File: src/rtl/coco_spi_cmd_master.sv
// Host-side SPI mode-0 master for the FDC CPLD byte command protocol.
// Serialises one high-level command per handshake into a framed 1..3 byte SPI transfer.
module coco_spi_cmd_master #(
   parameter int unsigned CLK_DIV    = 4,
   parameter int unsigned GAP_CYCLES = 16,
   parameter int unsigned SS_SETUP   = 4
) (
   input  logic        clock_50,
   input  logic        reset,
   input  logic        cmd_valid,
   output logic        cmd_ready,
   input  logic [2:0]  cmd_op,
   input  logic [15:0] cmd_addr,
   input  logic [7:0]  cmd_wdata,
   output logic        cmd_done,
   output logic        rsp_valid,
   output logic [7:0]  rsp_data,
   output logic        busy,
   output logic        sclk,
   output logic        mosi,
   input  logic        miso,
   output logic        ss
);

   localparam int unsigned BIT_CYCLES = 2 * CLK_DIV;
   localparam int unsigned CNT_MAX_A  = (BIT_CYCLES > GAP_CYCLES) ? BIT_CYCLES : GAP_CYCLES;
   localparam int unsigned CNT_MAX    = (CNT_MAX_A > SS_SETUP) ? CNT_MAX_A : SS_SETUP;
   localparam int unsigned CNT_W      = $clog2(CNT_MAX + 1);

   localparam logic [CNT_W-1:0] RISE_AT   = CNT_W'(CLK_DIV - 1);
   localparam logic [CNT_W-1:0] FALL_AT   = CNT_W'(BIT_CYCLES - 1);
   localparam logic [CNT_W-1:0] GAP_END   = CNT_W'(GAP_CYCLES - 1);
   localparam logic [CNT_W-1:0] SETUP_END = CNT_W'(SS_SETUP - 1);

   localparam logic [2:0] OP_SETADDR = 3'd0;
   localparam logic [2:0] OP_WRITE   = 3'd1;
   localparam logic [2:0] OP_READ    = 3'd2;
   localparam logic [2:0] OP_GRAB    = 3'd3;
   localparam logic [2:0] OP_RELEASE = 3'd4;

   localparam logic [2:0] S_IDLE  = 3'd0;
   localparam logic [2:0] S_LOAD  = 3'd1;
   localparam logic [2:0] S_SETUP = 3'd2;
   localparam logic [2:0] S_SHIFT = 3'd3;
   localparam logic [2:0] S_GAP   = 3'd4;
   localparam logic [2:0] S_HOLD  = 3'd5;
   localparam logic [2:0] S_DONE  = 3'd6;

   logic [2:0]       state, state_nxt;
   logic [CNT_W-1:0] cnt, cnt_nxt;
   logic [2:0]       bit_cnt, bit_cnt_nxt;
   logic [1:0]       byte_idx, byte_idx_nxt;
   logic [1:0]       last_idx, last_idx_nxt;
   logic [1:0]       next_idx;
   logic [2:0]       op_q, op_q_nxt;
   logic [7:0]       byte_list [3];
   logic [7:0]       byte_list_nxt [3];
   logic [7:0]       tx_sr, tx_sr_nxt;
   logic [7:0]       rx_sr, rx_sr_nxt;
   logic             cmd_ready_nxt, cmd_done_nxt, rsp_valid_nxt, busy_nxt;
   logic             sclk_nxt, mosi_nxt, ss_nxt;
   logic [7:0]       rsp_data_nxt;

   assign next_idx = byte_idx + 2'd1;

   // State and registered outputs
   always_ff @(posedge clock_50) begin
      if (!reset) begin
         state     <= S_IDLE;
         cnt       <= '0;
         bit_cnt   <= '0;
         byte_idx  <= '0;
         last_idx  <= '0;
         op_q      <= '0;
         byte_list <= '{default: 8'h00};
         tx_sr     <= '0;
         rx_sr     <= '0;
         cmd_ready <= 1'b1;
         cmd_done  <= 1'b0;
         rsp_valid <= 1'b0;
         rsp_data  <= 8'h00;
         busy      <= 1'b0;
         sclk      <= 1'b0;
         mosi      <= 1'b0;
         ss        <= 1'b1;
      end else begin
         state     <= state_nxt;
         cnt       <= cnt_nxt;
         bit_cnt   <= bit_cnt_nxt;
         byte_idx  <= byte_idx_nxt;
         last_idx  <= last_idx_nxt;
         op_q      <= op_q_nxt;
         byte_list <= byte_list_nxt;
         tx_sr     <= tx_sr_nxt;
         rx_sr     <= rx_sr_nxt;
         cmd_ready <= cmd_ready_nxt;
         cmd_done  <= cmd_done_nxt;
         rsp_valid <= rsp_valid_nxt;
         rsp_data  <= rsp_data_nxt;
         busy      <= busy_nxt;
         sclk      <= sclk_nxt;
         mosi      <= mosi_nxt;
         ss        <= ss_nxt;
      end
   end

   // Next-state and next-output logic
   always_comb begin
      state_nxt     = state;
      cnt_nxt       = cnt + CNT_W'(1);
      bit_cnt_nxt   = bit_cnt;
      byte_idx_nxt  = byte_idx;
      last_idx_nxt  = last_idx;
      op_q_nxt      = op_q;
      byte_list_nxt = byte_list;
      tx_sr_nxt     = tx_sr;
      rx_sr_nxt     = rx_sr;
      cmd_ready_nxt = cmd_ready;
      cmd_done_nxt  = 1'b0;
      rsp_valid_nxt = 1'b0;
      rsp_data_nxt  = rsp_data;
      busy_nxt      = busy;
      sclk_nxt      = sclk;
      mosi_nxt      = mosi;
      ss_nxt        = ss;

      case (state)
         S_IDLE: begin
            cnt_nxt = '0;
            if (cmd_valid && cmd_ready) begin
               op_q_nxt      = cmd_op;
               cmd_ready_nxt = 1'b0;
               busy_nxt      = 1'b1;
               state_nxt     = S_LOAD;
               case (cmd_op)
                  OP_SETADDR: begin
                     byte_list_nxt[0] = 8'h01;
                     byte_list_nxt[1] = cmd_addr[15:8];
                     byte_list_nxt[2] = cmd_addr[7:0];
                     last_idx_nxt     = 2'd2;
                  end
                  OP_WRITE: begin
                     byte_list_nxt[0] = 8'h02;
                     byte_list_nxt[1] = cmd_wdata;
                     last_idx_nxt     = 2'd1;
                  end
                  OP_READ: begin
                     byte_list_nxt[0] = 8'h03;
                     byte_list_nxt[1] = 8'h00;
                     last_idx_nxt     = 2'd1;
                  end
                  OP_GRAB: begin
                     byte_list_nxt[0] = 8'h04;
                     last_idx_nxt     = 2'd0;
                  end
                  OP_RELEASE: begin
                     byte_list_nxt[0] = 8'h05;
                     last_idx_nxt     = 2'd0;
                  end
                  default: begin
                     // Reserved ops complete immediately without touching the bus
                     state_nxt    = S_DONE;
                     cmd_done_nxt = 1'b1;
                  end
               endcase
            end
         end

         S_LOAD: begin
            state_nxt    = S_SETUP;
            cnt_nxt      = '0;
            byte_idx_nxt = 2'd0;
            tx_sr_nxt    = byte_list[0];
            mosi_nxt     = byte_list[0][7];
            ss_nxt       = 1'b0;
         end

         S_SETUP: begin
            if (cnt == SETUP_END) begin
               state_nxt   = S_SHIFT;
               cnt_nxt     = '0;
               bit_cnt_nxt = 3'd0;
            end
         end

         S_SHIFT: begin
            if (cnt == RISE_AT) begin
               sclk_nxt  = 1'b1;
               rx_sr_nxt = {rx_sr[6:0], miso};
            end
            if (cnt == FALL_AT) begin
               sclk_nxt    = 1'b0;
               cnt_nxt     = '0;
               bit_cnt_nxt = bit_cnt + 3'd1;
               if (bit_cnt == 3'd7) begin
                  if (byte_idx == last_idx) begin
                     state_nxt = S_HOLD;
                     mosi_nxt  = 1'b0;
                  end else begin
                     state_nxt    = S_GAP;
                     byte_idx_nxt = next_idx;
                     tx_sr_nxt    = byte_list[next_idx];
                     mosi_nxt     = byte_list[next_idx][7];
                  end
               end else begin
                  tx_sr_nxt = {tx_sr[6:0], 1'b0};
                  mosi_nxt  = tx_sr[6];
               end
            end
         end

         S_GAP: begin
            if (cnt == GAP_END) begin
               state_nxt = S_SHIFT;
               cnt_nxt   = '0;
            end
         end

         S_HOLD: begin
            if (cnt == SETUP_END) begin
               state_nxt    = S_DONE;
               cnt_nxt      = '0;
               ss_nxt       = 1'b1;
               cmd_done_nxt = 1'b1;
               // The last byte shifted in is the reply to the dummy byte
               if (op_q == OP_READ) begin
                  rsp_valid_nxt = 1'b1;
                  rsp_data_nxt  = rx_sr;
               end
            end
         end

         S_DONE: begin
            state_nxt     = S_IDLE;
            cnt_nxt       = '0;
            busy_nxt      = 1'b0;
            cmd_ready_nxt = 1'b1;
         end

         default: begin
            state_nxt     = S_IDLE;
            cnt_nxt       = '0;
            busy_nxt      = 1'b0;
            cmd_ready_nxt = 1'b1;
            ss_nxt        = 1'b1;
            sclk_nxt      = 1'b0;
         end
      endcase
   end

endmodule

File: config.mk
export PLATFORM = sky130hd
export DESIGN_NAME = coco_spi_cmd_master
export DESIGN_NICKNAME = d
export VERILOG_FILES = /design/src/rtl/coco_spi_cmd_master.sv
export SDC_FILE = /design/constraint.sdc
export NUM_CORES = 1
export LEC_CHECK = 0
export CAP_MARGIN = 40
export CORE_ASPECT_RATIO = 1.75
export CORE_MARGIN = 4
export CORE_UTILIZATION = 57
export CTS_CLUSTER_DIAMETER = 50
export DETAILED_ROUTE_END_ITERATION = 7
export DONT_BUFFER_PORTS = 1
export GPL_ROUTABILITY_DRIVEN = 0
export GPL_TIMING_DRIVEN = 0
export PLACE_DENSITY = 0.84
export SYNTH_ARGS = -nofsm -noshare
export SYNTH_HDL_FRONTEND = slang
export SYNTH_SLANG_ARGS = --single-unit
File: constraint.sdc
create_clock -name clock_50 -period 1.95 [get_ports clock_50]
set_clock_uncertainty 0.1 [all_clocks]
set_input_delay 0.39 -clock clock_50 [delete_from_list [all_inputs] [get_ports clock_50]]
set_output_delay 0.39 -clock clock_50 [all_outputs]
set_load 0.1 [all_outputs]
Yosys cells after proc, flatten, opt, wreduce, memory -nomap -nowiden
Index checks and enable logic that the tools add are counted.
Widths: inputs -> output; s select.
{"block": "totals", "reg_bits": 72, "latchBits": 0, "ramBits": 0, "romBits": 0, "input_bits": 31, "output_inout_bits": 15, "mem_count": 0}
{"block": "op_classes", "n_addsub": 3, "mul": 0, "n_div": 0, "n_lt_le_gt_ge": 1, "eq_ne": 25, "shifts": 0, "mux": 47, "n_bitwise": 4, "reduce_logical": 31}
{"op": "$pmux 8 s5", "count": 1}
{"op": "$mux 3", "count": 9}
{"op": "$pmux 8 s3", "count": 1}
{"op": "$reduce_and 3->1", "count": 8}
{"op": "$mux 7", "count": 3}
{"op": "$pmux 3 s6", "count": 1}
{"op": "$bmux 8 s2", "count": 1}
{"op": "$mux 8", "count": 2}
{"op": "$eq 3x2->1 const B", "count": 5}
{"op": "$eq 3x3->1 const B", "count": 5}
{"op": "$mux 5", "count": 3}
{"op": "$pmux 5 s3", "count": 1}
{"op": "$reduce_or 5->1", "count": 3}
{"op": "$ne 2x2->1 const B", "count": 7}
{"op": "$pmux 7 s2", "count": 1}
{"op": "$mux 1", "count": 12}
{"op": "$reduce_and 2->1", "count": 6}
{"op": "$pmux 1 s2", "count": 5}
{"op": "$eq 3x1->1 const B", "count": 2}
{"op": "$logic_not 3->1", "count": 2}
{"op": "$mux 2", "count": 3}
{"op": "$ne 3x3->1 const B", "count": 2}
{"op": "$pmux 2 s3", "count": 1}
{"op": "$pmux 3 s2", "count": 1}
{"op": "other kinds (20)", "count": 26}

Depth between registers and ports, before layout
{"block": "depth", "word_depth": 9, "ltp_mapped": 9, "ltp_nobuf": 9}

Worst setup path after synthesis
Ideal clock, no wire load.
{"block": "synth_timing", "kind": "register -> register", "startpoint": "register cmd_ready", "endpoint": "register byte_list[0] (netlist bit)", "setup_time_ps": 132, "arrival_ps": 2102, "t_required_ps": 1718, "slack_ps": -384, "path_stages_with_launch": 7, "path_cell_list": "dfxtp_1 nand2_1 nor4b_2 buf_2 nand2_1 nand2_1 a21oi_1"}
{"block": "synth_between", "elab_chain_cells": 2}
{"item": "start, declared", "line_no": "11", "source": "output logic cmd_ready,"}
{"item": "start signal, assigned", "line_no": "96", "source": "cmd_ready <= cmd_ready_nxt;"}
{"item": "$logic_and 1x1->1", "line_no": "130", "source": "if (cmd_valid && cmd_ready) begin"}
{"item": "$reduce_and 3->1 (no line)"}
{"item": "end signal, assigned", "line_no": "93", "source": "byte_list <= byte_list_nxt;"}
{"item": "end, declared", "line_no": "56", "source": "logic [7:0] byte_list [3];"}
No other way between the ends.
A chain may end at the register's enable or synchronous reset.

Worst setup path after layout
{"block": "layout_timing", "startpoint": "register cnt[0]", "endpoint": "register cnt[0]"}
{"block": "layout_between", "elab_chain_cells": 3, "elab_cells_between_ends": 8}
{"item": "start, declared", "line_no": "50", "source": "logic [CNT_W-1:0] cnt, cnt_nxt;"}
{"item": "start signal, assigned", "line_no": "88", "source": "cnt <= cnt_nxt;"}
{"item": "$add 5x1->5 (tied with other cells)", "line_no": "110", "source": "cnt_nxt = cnt + CNT_W'(1);"}
{"item": "$mux 5 (on tied branches)"}
{"item": "$pmux 5 s3 *", "line_no": "127", "source": "case (state)"}
Every way passes the cells marked *; elsewhere a longest branch is shown, timed or not.

==> summary.md <==
| Metric | Value |
|---|---|
| Post-synth ARST share | `0%` |
| Final-report setup violation count | `4` |
| Ys flop type | `dfxtp_1` |
| Status | `finished, violations left` |
| Setup slack, reg-to-reg | `-0.05 ns` |
| Share of cells above drive strength 1 | `19.16%` |
| Initial core utilization | `between 50% and 60%` |
| Gr usage total | `24.32%` |
| DR DRC count | `0` |
| First-pass GRT wire length | `12,880 um` |
| Worst path max stage delay | `between 0.3 and 0.4 ns` |
| Placed cell areas | `0.003532 mm2` |
| Final Max Tran Viols | `0` |
| Pwr Total | `about 4400 uW` |
| Die ar. | `between 0.006 and 0.007 mm2` |
| Core Rows | `36` |
| Post-Synthesis Cells | `around 400` |
| I/O Buffers | `0` |
| Met2 usage | `approximately two fifths` |
| Clock transition at path regs | `roughly 0.07 ns` |
| Vias in the first global route | `about 2,900` |
| Worst hold path type | `input port to register` |
| Hold Fails Final Rpt | `0` |
| Vias per cell | `5.909` |
| Worst Path Arrival | `between 2 and 2.5 ns` |
| Most used cell, CP | `ha_4` |
| Synth unique cells | `49` |
| Chip Height | `about 110 um` |
| Synthesized area | `~0.0032 mm2` |
| Antenna-violating nets left | `0` |
| Final WS setup | `-0.05423 ns` |
| WL per Instance | `between 15 and 20 um` |
| Slew HR | `63.16%` |
| Io pins | `46` |
| Number of synthesized register bits | `between 60 and 70` |
| Length of the first detailed-routing pass in iterations | `5` |
| Area growth, synth to finish | `21.23%` |
| Synth Warn # | `0` |
| Placeable Area | `0.005540 mm2` |
| CP Max Fanout | `5` |
| DRT iter0 DRCs | `between 150 and 200` |
| Worst vdd ir | `about 900 uV` |
| # H-tree levels | `3` |
| Syn avg cell area | `just over 8 um2` |
| Clock period minus worst slack | `about 2 ns` |
| Clk sink count | `67` |
| # diodes | `0` |
| F_max | `about 500 MHz` |
| Clock Path Buffers | `2` |
| Critical Path Source Type | `register` |
| Worst-margin pin slew | `between 0.5 and 0.6 ns` |
| Leakage | `0.001434 uW` |
| Fin area | `around 0.004 mm2` |
| Power Density | `1135 mW/mm2` |
| Global routing's busiest layer | `met2` |
| Vias | `around 3,000` |
| CTS tree | `built` |
| RSZ-0062 raised after global routing | `true` |
| Tcrit/Tclk final | `102.8%` |
| Clock root buffer | `clkbuf_8` |
| Max_cap viols | `0` |
| Grt met1 use | `around 24%` |
| Place WS | `-0.3575 ns` |
| Met3 Usage GRT | `under 10%` |
| DP HPWL | `slightly below 6000 um` |
| Final Net Count | `460` |
| DIE WIDTH | `~65 um` |
| Worst-skew pair later-pin latency | `around 0.35 ns` |
| Largest net degree at the start of global routing | `12` |
| Failing checks | `setup timing` |
| CP cell instances | `ha_4 > nand3_4 > inv_4 > ha_4 > nand2b_1 > a21oi_1 > a211o_2 > buf_6 > or2_4 > nor2_2` |
| Worst path slowest cell | `dfxtp_4` |
| Total Wirelength | `~8100 um` |
| Antenna violations before repair | `0` |
| Sequential fraction of the synthesis area | `41.61%` |
| EDFF count, synth | `0` |
| Inserted Clock Buffers | `9` |
| WS Path Type | `register to register` |
| GRT overflow | `0` |
| Syn Nets | `428` |
| Data required time of the worst path | `between 2 and 2.5 ns` |
| Crit end category | `register` |
## cell type report
| class | instances | area (um2) |
|---|---|---|
| fillers | 422 | 1633 |
| clock buffers | 12 | 145.1 |
| plain buffers | 24 | 112.6 |
| clock inverters | 4 | 48.80 |
| well taps | 76 | 95.09 |
| multi-input cells | 290 | 1839 |
| repair buffers | 23 | 281.5 |
| inverters | 8 | 33.78 |
| flip-flops and latches | 67 | 1351 |
## power by group
group	switching (uW)	total [uW]	internal (uW)
clock	515	1140	624
combinational	945	1560	616
sequential	194	1730	1540
total	1650	4430	2780
## critical path, delay by kind of cell, from the launching register on
kind            cells  cell delay [ns]
flops               1             0.36
buf+inv             2             0.17
simple gates        4             0.53
fa+ha+maj           2             0.33
compound gates      2             0.43
## kinds of logic (layout without fill, tap and decap cells)
logic type / Yosys count / after routing / synth area share (%)
buf+inv: 34 / 71 / 4.425
xor+xnor: 4 / 4 / 1.087
flops: 67 / 67 / 41.62
mux: 19 / 19 / 5.901
simple gates: 150 / 150 / 23.41
fa+ha+maj: 6 / 6 / 2.329
compound gates: 111 / 111 / 21.23
## cells in the final DEF, fill, tap and decap left out, types with 5 or more instances in the layout
master / count
inv_1: 5
clkbuf_8: 10
nand3_1: 24
nand2b_1: 8
o2bb2ai_1: 6
buf_2: 7
buf_8: 14
nand2_1: 44
o21a_1: 12
dfxtp_1: 63
mux2i_1: 19
a21oi_1: 40
a22oi_1: 6
buf_4: 11
clkbuf_1: 13
nor2_1: 33
nor2b_1: 12
a31oi_1: 10
o21ai_0: 17
## cell usage after synthesis (2+ instances only)
master     count  area share (%)
nand4b_1       2            0.54
mux2i_1       19             5.9
xor2_1         2            0.54
o31ai_1        2            0.47
ha_1           6             2.3
xnor2_1        2            0.54
nor2b_1       13             2.5
o21bai_1       2            0.47
buf_2          9             1.4
a22oi_1        6             1.4
nand3_1       25             3.9
inv_1          6            0.70
a21oi_1       41             6.4
clkbuf_1      15             1.7
o21ai_0       17             2.6
a211oi_1       2            0.47
nor2_1        38             4.4
and2_1         2            0.39
a311oi_1       3            0.82
o21ai_1        3            0.47
nor4b_2        2            0.93
dfxtp_1       67              42
nand2_1       46             5.4
nor3_1         4            0.62
o2bb2ai_1      6             1.6
a31oi_1       10             1.9
o21a_1        12             2.8
nand2b_1       8             1.6
## registers in the layout, summed over array words and instances, names as in the netlist
register and cells:
byte_list 19, rsp_data 8, rx_sr 8, tx_sr 7
cnt 5, bit_cnt 3, op_q 3, state 3
byte_idx 2, last_idx 2, busy 1, cmd_done 1
cmd_ready 1, mosi 1, rsp_valid 1, sclk 1
ss 1
## worst paths after layout
kind,startpoint,to,depth (start not counted)
worst max-delay path,cnt[0],cnt[0],10
worst min-delay path,cmd_addr[1],byte_list[1],2
worst max register to register,cnt[0],cnt[0],10
worst min register to register,cnt[0],cnt[0],1
## what timing repair did
item	CTS	global route
endpoints found under the setup margin	37	45
endpoints found under the hold margin	0	0
hold buffers	0	0
resized for setup	10	28
gates cloned	0	0
setup buffers	4	5
pin swaps	2	10
## stage by stage
step / util (%) / instances / hold slack, ns / TNS [ns]
after detailed placement: 63.75 / 481 / 0.3435 / -5.166
final: 70.53 / 504 / 0.08061 / -0.1112
after global placement: 59.96 / 467 / 0.3255 / -3.352
after floorplan: - / 391 / 0.3179 / 0
after CTS: 68.47 / 500 / 0.06242 / 0
after global routing: 70.53 / 504 / 0.06371 / -0.3081
## routing by layer
layer,up-vias,share of wire (%)
met3,37,4.7
met1,1382,38
met5,-,0
li1,1449,-
met4,0,5.7
met2,110,51
No activity file was read; power rests on OpenSTA's default activity.
==> variant, RTL diff (config.mk and constraints unchanged) <==
The parameter `CLK_DIV` goes from 4 to 16.
--- a/src/rtl/coco_spi_cmd_master.sv
+++ b/src/rtl/coco_spi_cmd_master.sv
@@ -1,7 +1,7 @@
 // Host-side SPI mode-0 master for the FDC CPLD byte command protocol.
 // Serialises one high-level command per handshake into a framed 1..3 byte SPI transfer.
 module coco_spi_cmd_master #(
-   parameter int unsigned CLK_DIV    = 4,
+   parameter int unsigned CLK_DIV    = 16,
    parameter int unsigned GAP_CYCLES = 16,
    parameter int unsigned SS_SETUP   = 4
 ) (
Formal check against the unedited RTL: no difference found for any inputs over 10 cycles, from zero or initial values and one cycle with reset low; that may be too few to reach the edited logic, so the function may still have changed.
==> variant against the unedited design <==
Worst setup slack improved by 0.067 ns; total power decreased by 9.3%; hold slack improved by 0.0033 ns; sequential cell count increased by 1; final area increased by 1.9%; area after synthesis increased by 0.16%; wire length increased by 12%.
==> variant: results <==
[status]
status = "finished, final reports clean"

[synth]
ys_types = 51
synth_commonest_cells = "dfxtp_1, nor2_1, mux2i_1, nand2_1, a21oi_1"
synth.area.mux_share_pct = 8.99
synth-seq-area-share_pct = 42.2
synth_compound_area_share_pct = 19.1
synthAdderAreaFrac_pct = 1.16
synth-xor-area-share_pct = 1.63
synth.area.top_cells = "dfxtp_1, mux2i_1, nor2_1, a21oi_1, o21ai_0"
syn_inst = 378

[timing]
holdWs_ns = 0.0839
fmax_mhz = 516
tightestPinTransition_ns = 0.619

[detailed_routing]
wl_met3_um = 526
wl_um = 9000
drtIter0Drc = 172
vias_per_cell = 6.19
met2_length_um = 4880
wl_met1_um = 3240

[cells_and_area]
fill_cells = 371
seq_cell_count = 68
multi_input_area_share_pct = 46.9
seq_area_um2 = 1370
final-clk-cell-share_pct = 4.24
n_all_buffers = 50
inv_count = 9
syn_to_final_growth_pct = 23.3
nClkBuffers = 11
comb.multi_input.count = 270

[worst_setup_path]
r2r_end = "byte_list[14]$_SDFFE_PN0P_"
r2r_cells = 6
critPathMaxFanout = 8

[grt]
grt_pass1_wl_um = 14000
grt_pass1_vias = 2955
use_met3_pct = 7.31
grt_usage_pct = 26.3

[power]
comb-power_mw = 1.28
sw_frac_of_total_pct = 37.4

[placed_design]
dp_cells = 468
pre_cts_ws_ns = -0.350
dp_hpwl_um = 6010

[hold_path]
hold_end = "byte_list[6]$_SDFFE_PN0P_"
[variant: cell count changes after synthesis, sizes merged, moves of 5 or more]
| cell | change |
|---|---|
| a211oi | +5 |
| a21oi | -16 |
| a311oi | +8 |
| a31oi | -8 |
| mux2i | +10 |
| nand2 | -18 |
| nand3 | -6 |
| nor2 | +13 |
| o21a | -9 |
| o2bb2ai | -6 |
[variant: cell families after synthesis]
group	Yosys count
mux	29
fa+ha+maj	3
simple gates	141
compound gates	91
flops	68
buf+inv	40
xor+xnor	6
[variant: what timing repair did]
action                     CTS  global route
pin swaps                    1             6
gates cloned                 0             1
hold endpoints to repair     0             0
resized for setup           17            26
setup endpoints to repair   49            55
buffers inserted             1             5
[variant: critical path: stages, from the launching register on]
cell and delay (ns):
dfxtp_4 0.54, nand3b_1 0.17, buf_6 0.17, nor4_4 0.22, a21boi_4 0.34, nor2_1 0.08, a311oi_1 0.23
